[config.mk]
export PLATFORM = sky130hd
export DESIGN_NAME = nes_pad_responder
export DESIGN_NICKNAME = d
export VERILOG_FILES = /design/src/rtl/nes_pad_responder.sv
export SDC_FILE = /design/constraint.sdc
export NUM_CORES = 1
export LEC_CHECK = 0
export ABC_AREA = 1
export BUFFER_PORTS_ARGS = -buffer_cell sky130_fd_sc_hd__buf_2
export CORE_UTILIZATION = 56
export DETAILED_ROUTE_END_ITERATION = 6
export PLACE_DENSITY = 0.79
export SLEW_MARGIN = 10
export SYNTH_ARGS = -nofsm -noshare
export SYNTH_HDL_FRONTEND = slang
export SYNTH_HIERARCHICAL = 1
export SYNTH_SLANG_ARGS = --single-unit
[constraint.sdc]
create_clock -name clk -period 1.8 [get_ports clk]
set_input_delay 0.27 -clock clk [delete_from_list [all_inputs] [get_ports clk]]
set_output_delay 0.27 -clock clk [all_outputs]
set_load 0.05 [all_outputs]
[src/rtl/nes_pad_responder.sv]
// nes_pad_responder
//   Pad-side emulation of the 4021 shift register found in an NES joypad.
//   The host-driven latch/nes_clk pins are synchronized and deglitched.
//   While latch is high the eight button states are loaded every cycle.
//   After latch falls, each accepted nes_clk rising edge shifts the next
//   bit onto data.
//
//   Ports
//     clk, reset_n      system clock, asynchronous active-low reset
//     latch, nes_clk    host pins, asynchronous to clk
//     A..right          button states (clk domain, 1 = pressed)
//     data              serial output, registered, 0 = pressed
//     frame_strobe      one-cycle pulse when the state leaves LOAD
//     bit_idx           shifts since the last load, saturates at 8

// Per-pin input conditioning: 2-FF synchronizer plus a stability filter.
// The filtered level only moves once the synchronized value has disagreed
// with it for FILTER_LEN consecutive cycles. A binary signal that changes
// while disagreeing must return to agreement, which resets the count.
// This makes the block equivalent to "reset on any change".
module nes_pad_pin_filter #(
    parameter int FILTER_LEN = 4
) (
    input  logic clk,
    input  logic reset_n,
    input  logic pin,
    output logic lvl
);
    localparam logic [3:0] FILT_CNT = 4'(FILTER_LEN);

    logic [1:0] sync_q, sync_d;
    logic [3:0] cnt_q, cnt_d;
    logic       lvl_q, lvl_d;
    logic [3:0] cnt_inc;

    always_comb begin
        sync_d  = {sync_q[0], pin};
        cnt_d   = '0;
        lvl_d   = lvl_q;
        cnt_inc = cnt_q + 4'd1;
        if (sync_q[1] != lvl_q) begin
            if (cnt_inc == FILT_CNT) begin
                lvl_d = sync_q[1];
            end else begin
                cnt_d = cnt_inc;
            end
        end
    end

    always_ff @(posedge clk or negedge reset_n) begin
        if (!reset_n) begin
            sync_q <= '0;
            cnt_q  <= '0;
            lvl_q  <= 1'b0;
        end else begin
            sync_q <= sync_d;
            cnt_q  <= cnt_d;
            lvl_q  <= lvl_d;
        end
    end

    assign lvl = lvl_q;
endmodule

module nes_pad_responder #(
    parameter int FILTER_LEN = 4
) (
    input  logic       clk,
    input  logic       reset_n,
    input  logic       latch,
    input  logic       nes_clk,
    input  logic       A,
    input  logic       B,
    input  logic       select,
    input  logic       start,
    input  logic       up,
    input  logic       down,
    input  logic       left,
    input  logic       right,
    output logic       data,
    output logic       frame_strobe,
    output logic [3:0] bit_idx
);
    localparam int NUM_PINS = 2;
    localparam int PIN_NES  = 0;
    localparam int PIN_LAT  = 1;

    typedef enum logic [1:0] {
        ST_LOAD  = 2'd0,
        ST_SHIFT = 2'd1,
        ST_DONE  = 2'd2
    } state_t;

    logic [NUM_PINS-1:0] pin_raw;
    logic [NUM_PINS-1:0] pin_lvl;
    logic [NUM_PINS-1:0] lvl_prev_q, lvl_prev_d;

    assign pin_raw = {latch, nes_clk};

    for (genvar p = 0; p < NUM_PINS; p++) begin : g_pin
        nes_pad_pin_filter #(
            .FILTER_LEN (FILTER_LEN)
        ) u_flt (
            .clk     (clk),
            .reset_n (reset_n),
            .pin     (pin_raw[p]),
            .lvl     (pin_lvl[p])
        );
    end

    // Edge detect on the filtered levels.
    logic nes_rise, latch_rise, latch_fall;
    assign lvl_prev_d = pin_lvl;
    assign nes_rise   =  pin_lvl[PIN_NES] & ~lvl_prev_q[PIN_NES];
    assign latch_rise =  pin_lvl[PIN_LAT] & ~lvl_prev_q[PIN_LAT];
    assign latch_fall = ~pin_lvl[PIN_LAT] &  lvl_prev_q[PIN_LAT];

    // A sits in bit 0 so it is on data as soon as the load happens.
    logic [7:0] load_word;
    assign load_word = ~{right, left, down, up, start, select, B, A};

    state_t     state_q, state_d;
    logic [7:0] sr_q, sr_d;
    logic [3:0] bit_idx_q, bit_idx_d;
    logic       strobe_q, strobe_d;

    always_comb begin
        state_d   = state_q;
        sr_d      = sr_q;
        bit_idx_d = bit_idx_q;
        strobe_d  = 1'b0;
        case (state_q)
            ST_LOAD: begin
                if (latch_fall) begin
                    // The frame freezes on the word loaded last cycle.
                    state_d  = ST_SHIFT;
                    strobe_d = 1'b1;
                end else begin
                    sr_d      = load_word;
                    bit_idx_d = 4'd0;
                end
            end
            ST_SHIFT, ST_DONE: begin
                // A latch rise takes priority over a coincident shift.
                if (latch_rise) begin
                    state_d   = ST_LOAD;
                    sr_d      = load_word;
                    bit_idx_d = 4'd0;
                end else if (nes_rise) begin
                    sr_d = {1'b1, sr_q[7:1]};
                    if (bit_idx_q < 4'd8) begin
                        bit_idx_d = bit_idx_q + 4'd1;
                    end
                    if (bit_idx_q >= 4'd7) begin
                        state_d = ST_DONE;
                    end
                end
            end
            default: begin
                state_d = ST_SHIFT;
            end
        endcase
    end

    always_ff @(posedge clk or negedge reset_n) begin
        if (!reset_n) begin
            state_q    <= ST_SHIFT;
            sr_q       <= 8'hFF;
            bit_idx_q  <= 4'd0;
            strobe_q   <= 1'b0;
            lvl_prev_q <= '0;
        end else begin
            state_q    <= state_d;
            sr_q       <= sr_d;
            bit_idx_q  <= bit_idx_d;
            strobe_q   <= strobe_d;
            lvl_prev_q <= lvl_prev_d;
        end
    end

    assign data         = sr_q[0];
    assign frame_strobe = strobe_q;
    assign bit_idx      = bit_idx_q;
endmodule
==> results.yml <==
floorplanning:
  row_count: 18
  fp.dieH_um: 53.3
  start_util: 0.594
  io_pins: 18
  die_x_um: 53.3
  die_area_um2: 2840
  core_um2: 2480
min_path:
  min-delay-path-class: "input port to flop"
  hp-start: "nes_clk"
detailed_routing:
  dr_total_vias: 1114
  first_pass_iters: 4
  ant_nets: 0
  wl_per_cell_um: 11.6
  drcViolationCount: 0
  totalWireLength_um: 2520
  drt_iter0_markers: 25
  viasPerCell: 5.13
sta:
  setup_viol: 0
  worst_slew_pin_slew_ps: 649
  rsz0062_at_grt: "no"
  drv_slew: 0
  slew_headroom: 0.567
  hold_ws_ps: 41.7
  setup_tns_ps: 0
  min_period_ps: 1670
  hold_viol: 0
  fin_worst_skew_ps: 3.10
  period_share: 0.927
  max_freq_mhz: 600
cells_and_area:
  layout_common_cells: "nand2_1, inv_1, dfrtp_1"
  final_cell_area_um2: 1650
  insertedDiodeCount: 0
  finalNetCount: 202
  fin_cells: 217
  nFillCells: 209
  area.growth.synth_to_final_pct: 11.8
  final_util: 0.664
  layout-drive-gt1-share: 0.246
  final_common_cell: "nand2_1"
status:
  status: "finished, final reports clean"
worst_setup_path:
  r2r_start: "state_q[0]"
  endpoint_kind: "flop"
  path_max_fanout: 6
  critPathKind: "flop to flop"
  path_delay_family: "simple AND/OR/NAND/NOR gates"
  cpMaxStageDelayCell: "dfstp_2"
  cpPeakStageDelay_ps: 540
  arrival_ps: 1890
  crit_buf_inv: 1
  cp.required_ps: 2020
  critPathLaunchType: "flop"
  path_cells: "inv_1, ha_1, nand2_1, nand2_4, nand3_1, nand2_1, nand2_1"
  path_common_cell: "nand2_1"
  crit_path_start: "state_q[0]"
clock_tree:
  cts_buffer_depth: 2
  cts_tree: "done"
  numCtsBuffers: 5
  cts.sinks: 31
  clkTransAtPathRegs_ps: 90
  h-tree-depth: 2
  clkLatencyLatePin_ps: 330
  cts-resized-gates: 0
  root_buffer: "clkbuf_4"
  post_cts_buffers: 0
  hold_buffers: 1
place:
  dpl.hpwl_um: 1850
  placed_cell_area_um2: 1570
  port_buffers: 17
  gp_congestion: 0.814
  place_inst: 208
synth:
  synth.ff_latch_count: 31
  syn_nets: 180
  avgSynthCellArea_um2: 8.97
  yosysUniqueCellTypes: 21
  syn_area_um2: 1470
  yosysWarnings: 6
  synth_cells: 164
  yosysSeqAreaShare: 0.535
power_and_ir_drop:
  ir_worst_vdd_v: 0.00109
  leakage_nw: 0.841
  p_per_area_nw_per_um2: 1900
grt:
  grt_first_pass_wirelength_um: 4130
  track_usage: 0.214
  overflow: 0
  grt_pass1_vias: 1000
  grt_max_degree: 32
  antenna_found_initial: 0
run:
  cap_violations: 0
[final timing paths]
check | to | slack [ps] | cells after the start
max | bit_idx[1] | 130 | 7
min | g_pin[0].u_flt/sync_q[0] | 40 | 1
max reg2reg | bit_idx[1] | 130 | 7
min reg2reg | g_pin[1].u_flt/sync_q[1] | 350 | 0
max in group asynchronous | lvl_prev_q[0] | 890 | 2
min in group asynchronous | bit_idx[2] | 500 | 2
[where the power goes]
part | internal, W | switching [W]
registers | 0.00101 | 0.000165
logic | 0.000478 | 0.00102
clock network | 0.000230 | 0.000223
total | 0.00172 | 0.00141
[worst register-to-register path, delay by kind of cell (launching register included)]
kind,cells,cell delay (ps)
adders and majority gates,1,410
DFF,1,540
and+or+nand+nor,5,570
buffers and inverters,1,40
[kinds of logic after synthesis]
family | synth area share
XOR/XNOR | 0.0119
adder cells (fa/ha/maj) | 0.0340
AND/OR/NAND/NOR | 0.258
AO/OA/AOI/OAI | 0.0765
flip-flops | 0.535
buffers and inverters | 0.0850
[synth_stat cells]
master	count	area, µm²
ha_1	4	50.1
dfstp_2	9	236
nand4_1	8	50.1
dfrtp_1	22	551
nand2_4	3	33.8
and3_1	1	6.26
xnor2_1	2	17.5
buf_6	2	22.5
o21ai_2	2	17.5
nand2_2	3	18.8
buf_2	1	5.00
a21oi_1	4	20.0
nor2_1	10	37.5
o21ai_0	7	35.0
nand3_1	9	45.0
nand2_1	40	150
inv_1	24	90.1
o21ai_1	8	40.0
nand3_2	2	20.0
nand3_4	1	17.5
inv_2	2	7.51
[routing by layer]
metal	up-vias	part of all wire	track usage
met5	-	0	0
met4	0	0.023	0.0921
met3	8	0.045	0.0776
met2	26	0.50	0.348
met1	515	0.43	0.250
li1	565	-	-
[registers in the layout, summed over array words and instances, names as in the netlist]
signal	flops
g_pin.u_flt/sync_q	4
g_pin.u_flt/lvl	2
g_pin.u_flt/cnt_q	8
frame_strobe	1
lvl_prev_q	2
state_q	2
bit_idx	4
sr_q	8
[through the flow]
stage	power [W]	setup slack, ps
finish	0.00313	132
global route	0.00338	41.8
CTS	0.00315	143
detailed placement	0.00268	163
global placement	0.00259	223
floorplan	0.00247	231
[layout make-up]
type                       count  area [µm²]  share of cell area
sequential                    31         787               0.478
tap                           30        37.5              0.0228
timing repair buffer          18        95.1              0.0578
clock buffer                   8        68.8              0.0418
multi-input combinational    104         559               0.340
inverter                      26        97.6              0.0593
Note: power is estimated with default switching activity, not from simulation.
